--- config.mk ---
export PLATFORM = sky130hd
export DESIGN_NAME = mem_port_arbiter
export DESIGN_NICKNAME = d
export VERILOG_FILES = /design/src/rtl/mem_port_arbiter.sv
export SDC_FILE = /design/constraint.sdc
export NUM_CORES = 1
export LEC_CHECK = 0
export BUFFER_PORTS_ARGS = -buffer_cell sky130_fd_sc_hd__buf_2
export CORE_MARGIN = 5
export CORE_UTILIZATION = 47
export CTS_CLUSTER_SIZE = 16
export DETAILED_ROUTE_END_ITERATION = 8
export PLACE_DENSITY = 0.9
export SYNTH_ARGS = -nofsm -noshare
export SYNTH_HDL_FRONTEND = slang
export SYNTH_SLANG_ARGS = --single-unit
--- constraint.sdc ---
create_clock -name clk_i -period 2.5 [get_ports clk_i]
set_input_delay 0.5 -clock clk_i [delete_from_list [all_inputs] [get_ports clk_i]]
set_output_delay 0.5 -clock clk_i [all_outputs]
set_load 0.005 [all_outputs]
--- src/rtl/mem_port_arbiter.sv ---
// ============================================================================
// Module   : mem_port_arbiter
// Purpose  : Shares one single-port, fixed-latency memory between the
//            instruction-fetch requester and the load/store requester.
//            Accesses are serialised by an IDLE/ACCESS/WAIT/RESP FSM.
// Ports    : clk_i, rst_ni             clock, async active-low reset
//            if_req_i/if_addr_i        fetch request and address
//            if_gnt_o/if_rvalid_o/if_rdata_o  fetch grant, response pulse, data
//            d_req_i/d_we_i/d_addr_i/d_wdata_i  load/store request
//            d_gnt_o/d_rvalid_o/d_rdata_o       data grant, response pulse, data
//            mem_en_o/mem_we_o/mem_addr_o/mem_wdata_o/mem_rdata_i  memory side
//            busy_o                    high whenever the FSM is not in IDLE
// Config   : `define MEM_ARB_ROUND_ROBIN_EN  alternate owners on simultaneous
//            requests; otherwise data has fixed priority over fetch.
// Revision : 1.0  initial release
// ============================================================================
`default_nettype none

module mem_port_arbiter #(
    parameter int LATENCY = 2,
    parameter int ADDR_W  = 32,
    parameter int DATA_W  = 32
) (
    input  logic              clk_i,
    input  logic              rst_ni,
    input  logic              if_req_i,
    input  logic [ADDR_W-1:0] if_addr_i,
    output logic              if_gnt_o,
    output logic              if_rvalid_o,
    output logic [DATA_W-1:0] if_rdata_o,
    input  logic              d_req_i,
    input  logic              d_we_i,
    input  logic [ADDR_W-1:0] d_addr_i,
    input  logic [DATA_W-1:0] d_wdata_i,
    output logic              d_gnt_o,
    output logic              d_rvalid_o,
    output logic [DATA_W-1:0] d_rdata_o,
    output logic              mem_en_o,
    output logic              mem_we_o,
    output logic [ADDR_W-1:0] mem_addr_o,
    output logic [DATA_W-1:0] mem_wdata_o,
    input  logic [DATA_W-1:0] mem_rdata_i,
    output logic              busy_o
);

    generate
        if (LATENCY < 1 || LATENCY > 15) begin : g_bad_latency
            $error("mem_port_arbiter: LATENCY must be in 1..15");
        end
    endgenerate

    typedef enum logic [1:0] {
        S_IDLE   = 2'd0,
        S_ACCESS = 2'd1,
        S_WAIT   = 2'd2,
        S_RESP   = 2'd3
    } state_t;

    localparam logic       OWN_FETCH = 1'b0;
    localparam logic       OWN_DATA  = 1'b1;
    localparam logic [3:0] LAT_M1    = 4'(LATENCY - 1);

    state_t            state_q;
    logic [3:0]        cnt_q;
    logic              owner_q;
    logic              we_q;
    logic              mem_en_q;
    logic              mem_we_q;
    logic [ADDR_W-1:0] mem_addr_q;
    logic [DATA_W-1:0] mem_wdata_q;
    logic              if_rvalid_q;
    logic              d_rvalid_q;
    logic [DATA_W-1:0] if_rdata_q;
    logic [DATA_W-1:0] d_rdata_q;
    logic              busy_q;

    logic              pick_data;
    logic              gnt_ok;
    logic              gnt_any;

`ifdef MEM_ARB_ROUND_ROBIN_EN
    logic              last_owner_q;
    // Single requests win outright; a tie goes to whoever did not own last.
    assign pick_data = d_req_i & (~if_req_i | (last_owner_q == OWN_FETCH));
`else
    // Data always wins: a pending load/store already stalls the core.
    assign pick_data = d_req_i;
`endif

    // Grants are only offered in IDLE; gating with rst_ni keeps every output
    // low while reset is asserted even if a requester holds req high.
    assign gnt_ok   = (state_q == S_IDLE) & rst_ni;
    assign d_gnt_o  = gnt_ok & pick_data;
    assign if_gnt_o = gnt_ok & if_req_i & ~pick_data;
    assign gnt_any  = d_gnt_o | if_gnt_o;

    always_ff @(posedge clk_i or negedge rst_ni) begin
        if (!rst_ni) begin
            state_q      <= S_IDLE;
            cnt_q        <= 4'd0;
            owner_q      <= OWN_FETCH;
            we_q         <= 1'b0;
            mem_en_q     <= 1'b0;
            mem_we_q     <= 1'b0;
            mem_addr_q   <= '0;
            mem_wdata_q  <= '0;
            if_rvalid_q  <= 1'b0;
            d_rvalid_q   <= 1'b0;
            if_rdata_q   <= '0;
            d_rdata_q    <= '0;
            busy_q       <= 1'b0;
`ifdef MEM_ARB_ROUND_ROBIN_EN
            last_owner_q <= OWN_FETCH;
`endif
        end else begin
            if_rvalid_q <= 1'b0;
            d_rvalid_q  <= 1'b0;
            case (state_q)
                S_IDLE: begin
                    if (gnt_any) begin
                        owner_q     <= pick_data ? OWN_DATA : OWN_FETCH;
                        we_q        <= pick_data & d_we_i;
                        mem_en_q    <= 1'b1;
                        mem_we_q    <= pick_data & d_we_i;
                        mem_addr_q  <= pick_data ? d_addr_i : if_addr_i;
                        mem_wdata_q <= pick_data ? d_wdata_i : '0;
                        busy_q      <= 1'b1;
                        state_q     <= S_ACCESS;
`ifdef MEM_ARB_ROUND_ROBIN_EN
                        last_owner_q <= pick_data ? OWN_DATA : OWN_FETCH;
`endif
                    end
                end
                S_ACCESS: begin
                    // Memory-side outputs are only non-zero during ACCESS.
                    mem_en_q    <= 1'b0;
                    mem_we_q    <= 1'b0;
                    mem_addr_q  <= '0;
                    mem_wdata_q <= '0;
                    cnt_q       <= LAT_M1;
                    state_q     <= S_WAIT;
                end
                S_WAIT: begin
                    if (cnt_q == 4'd0) begin
                        // This is the cycle mem_rdata becomes valid.
                        if (owner_q == OWN_DATA) begin
                            if (!we_q) begin
                                d_rdata_q <= mem_rdata_i;
                            end
                            d_rvalid_q <= 1'b1;
                        end else begin
                            if_rdata_q  <= mem_rdata_i;
                            if_rvalid_q <= 1'b1;
                        end
                        state_q <= S_RESP;
                    end else begin
                        cnt_q <= cnt_q - 4'd1;
                    end
                end
                S_RESP: begin
                    busy_q  <= 1'b0;
                    state_q <= S_IDLE;
                end
                default: begin
                    state_q <= S_IDLE;
                end
            endcase
        end
    end

    assign if_rvalid_o = if_rvalid_q;
    assign if_rdata_o  = if_rdata_q;
    assign d_rvalid_o  = d_rvalid_q;
    assign d_rdata_o   = d_rdata_q;
    assign mem_en_o    = mem_en_q;
    assign mem_we_o    = mem_we_q;
    assign mem_addr_o  = mem_addr_q;
    assign mem_wdata_o = mem_wdata_q;
    assign busy_o      = busy_q;

endmodule

`default_nettype wire

==> key figures <==
CTS
  • CTS tree: done
  • Clk_lat worst skew: 0.42 ns
  • TritonCTS Buffers: 17
  • Root buf cell: clkbuf_16
  • Max H-tree Level: 4
  • Reg clk slew, reported paths: 0.06 ns
  • CTS sink count: 141
  • Post-CTS setup buffer count: 0
  • Clk buf depth: 2

Synth
  • Sequential area share after synthesis: 60.4%
  • Synth Flop Type: dfrtp_1
  • Mean Syn Cell Area: 15.4 um2
  • Flops & latches, synth: 141
  • Post-synth ARST share: 100%
  • Synth area leaders: dfrtp_1, mux2_4, mux2_2, mux2i_1, o2bb2ai_1
  • Synthesized Nets: 518
  • Most numerous cell in the Yosys netlist: dfrtp_1
  • YS warnings: 0
  • Largest area contributor in the netlist: dfrtp_1
  • Mapped Cells: 379
  • Proportion of netlist area held by the largest area contributor: 60.4%
  • Netlist cell types: 37
  • Cell Area, Synth: 0.00584 mm2
  • Commonest cells post-synth: dfrtp_1, o2bb2ai_1, a22o_1, mux2_2, mux2i_1
  • Number of flops mapped to enable cells by yosys: 0

Pwr
  • Cell Pwr Density: 1250 mW/mm2
  • Worst VDD drop: 0.668 mV
  • Power, Total: 9.93 mW
  • Leak: 4.18 nW

Die
  • # rows: 40
  • Core Area: 0.0121 mm2
  • Io pins: 268
  • Die height: 121 um
  • Starting Density: 48.2%
  • Die area: 0.0148 mm2
  • Die width: 121 um

Setup path
  • CP max stage cell: mux2_1
  • Max incr delay on CP: 0.50 ns
  • Crit path capture type: register
  • Type of origin of the critical path: register
  • Crit-path max FO: 32
  • Crit-path cells: inv_1 > ha_1 > and4bb_4 > nand3b_4 > mux2_1
  • WP data required: 2.79 ns
  • Crit Path Class: reg2reg
  • Worst Path Arrival: 2.54 ns

Placed design
  • Post-DP HPWL: 11200 um
  • PortBufs: 267
  • Cell Count Post-Placement: 795
  • Placer Congestion: 0.832
  • Pre-CTS setup slack: 0.115 ns
  • Placed inst area: 0.00726 mm2

STA
  • Final setup fails: 0
  • Fin crit share: 89.8%
  • Hold WS: 0.293 ns
  • RSZ-0062 raised after global routing: false
  • Final worst slack: 0.254 ns
  • Hold violation count in the final report: 0
  • Worst-Margin Slew: 0.696 ns
  • Crit path time final: 2.25 ns
  • Highest Clock Rate: 445 MHz
  • TNS Setup: 0 ns
  • Max_slew headroom: 53.3%
  • Max Slew Vio Count: 0
  • Setup Skew: 0.00843 ns

Status
  • Status: complete, no violations

GRT
  • Largest net degree at the start of global routing: 69
  • Vias in the first global route: 4598
  • Gr usage total: 20.8%
  • Initial antenna violation count: 0
  • First-pass GRT wire length: 24000 um
  • Grt ovf: 0

Drt
  • WL final: 15300 um
  • First DRT Iteration DRCs: 195
  • WL/cell: 18.5 um
  • Drt pass-1 iters: 4
  • Via density: 5.16
  • Residual DRC: 0
  • Vias: 4278
  • Post-route ant nets: 0

Cells and area
  • Antenna diodes: 0
  • NumNets Final: 787
  • Final instance area: 0.00792 mm2
  • Area delta synth->final: 35.7%
  • Fillers: 908
  • Layout cells sized above 1: 56.6%
  • Post-layout util: 65.4%
  • Fin cells: 829

Job
  • MaxCap Viol Count: 0

Worst hold path
  • Worst min-delay path class: in2reg
-- placed cells by master (no fill, tap or decap), types with 2 or more instances in the layout --
cell and count:
mux2_1 5, nand3_1 2, a22o_1 33, ha_1 6, inv_1 5, nand2_1 6, dfrtp_1 141, a21o_1 2
clkinv_4 3, clkbuf_1 3, mux2i_1 32, nor2_1 4, o2bb2ai_1 34, clkbuf_16 17, nor3_1 2, bufinv_16 4
mux2_4 29, mux2_2 32, buf_4 5, o21ai_0 4, buf_6 2, clkbuf_8 3, buf_2 266
-- power by group --
| part | total, mW | switching (mW) | internal, mW |
|---|---|---|---|
| Sequential | 3.86 | 0.585 | 3.28 |
| Combinational | 3.37 | 1.50 | 1.87 |
| Clock | 2.69 | 0.940 | 1.75 |
| Total | 9.93 | 3.02 | 6.90 |
-- critical path, delay by kind of cell (launching register included) --
kind,cells,cell delay (ns)
buffers and inverters,1,0.13
flip-flops,1,0.42
AND/OR/NAND/NOR,2,0.75
adder cells (fa/ha/maj),1,0.32
multiplexers,1,0.50
-- logic make-up (layout without fill, tap and decap cells) --
kind of cell / after synthesis / count (layout) / share of synthesized area (%)
compound gates: 78 / 79 / 11.5
fa+ha+maj: 6 / 6 / 1.29
buf+inv: 31 / 312 / 3.88
flops: 141 / 141 / 60.4
mux: 98 / 98 / 20.1
simple gates: 25 / 25 / 2.83
-- path summary, 6_finish.rpt --
path / from / end / slack [ns] / cells after the start
max in group asynchronous: rst_ni / d_rdata_o[6] / 0.45 / 4
worst max-delay path: state_q[0] / d_rdata_o[20] / 0.25 / 5
worst max register to register: state_q[0] / d_rdata_o[20] / 0.25 / 5
worst min-delay path: d_wdata_i[16] / mem_wdata_o[16] / 0.29 / 2
min in group asynchronous: rst_ni / d_rdata_o[22] / 0.50 / 2
worst min register to register: mem_addr_o[13] / mem_addr_o[13] / 0.49 / 1
-- flip-flops by register name, summed over array words and instances (netlist names), 2 cells and up --
register     count
mem_addr_o      32
cnt_q            4
state_q          2
d_rdata_o       32
mem_wdata_o     32
if_rdata_o      32
-- layer usage --
| metal | track usage [%] | share of wire [%] |
|---|---|---|
| met3 | 7.13 | 8.4 |
| met5 | 0 | 0 |
| met4 | 7.91 | 2.1 |
| met1 | 25.5 | 41 |
| met2 | 34.1 | 49 |
-- cell type report --
class | count | area (um2) | share of cell area [%]
Multi-Input combinational cell | 208 | 2100 | 26.6
Sequential cell | 141 | 3530 | 44.5
Timing Repair Buffer | 275 | 1420 | 17.9
Inverter | 5 | 18.8 | 0.237
Tap cell | 168 | 210 | 2.65
Clock buffer | 23 | 478 | 6.03
Clock inverter | 9 | 159 | 2.01
-- timing repair --
item / in CTS / in global routing
gates resized for setup: 0 / 1
endpoints found under the hold margin: 19 / 0
endpoints found under the setup margin: 0 / 103
hold buffers: 1 / 0
No activity file was read; power rests on OpenSTA's default activity.
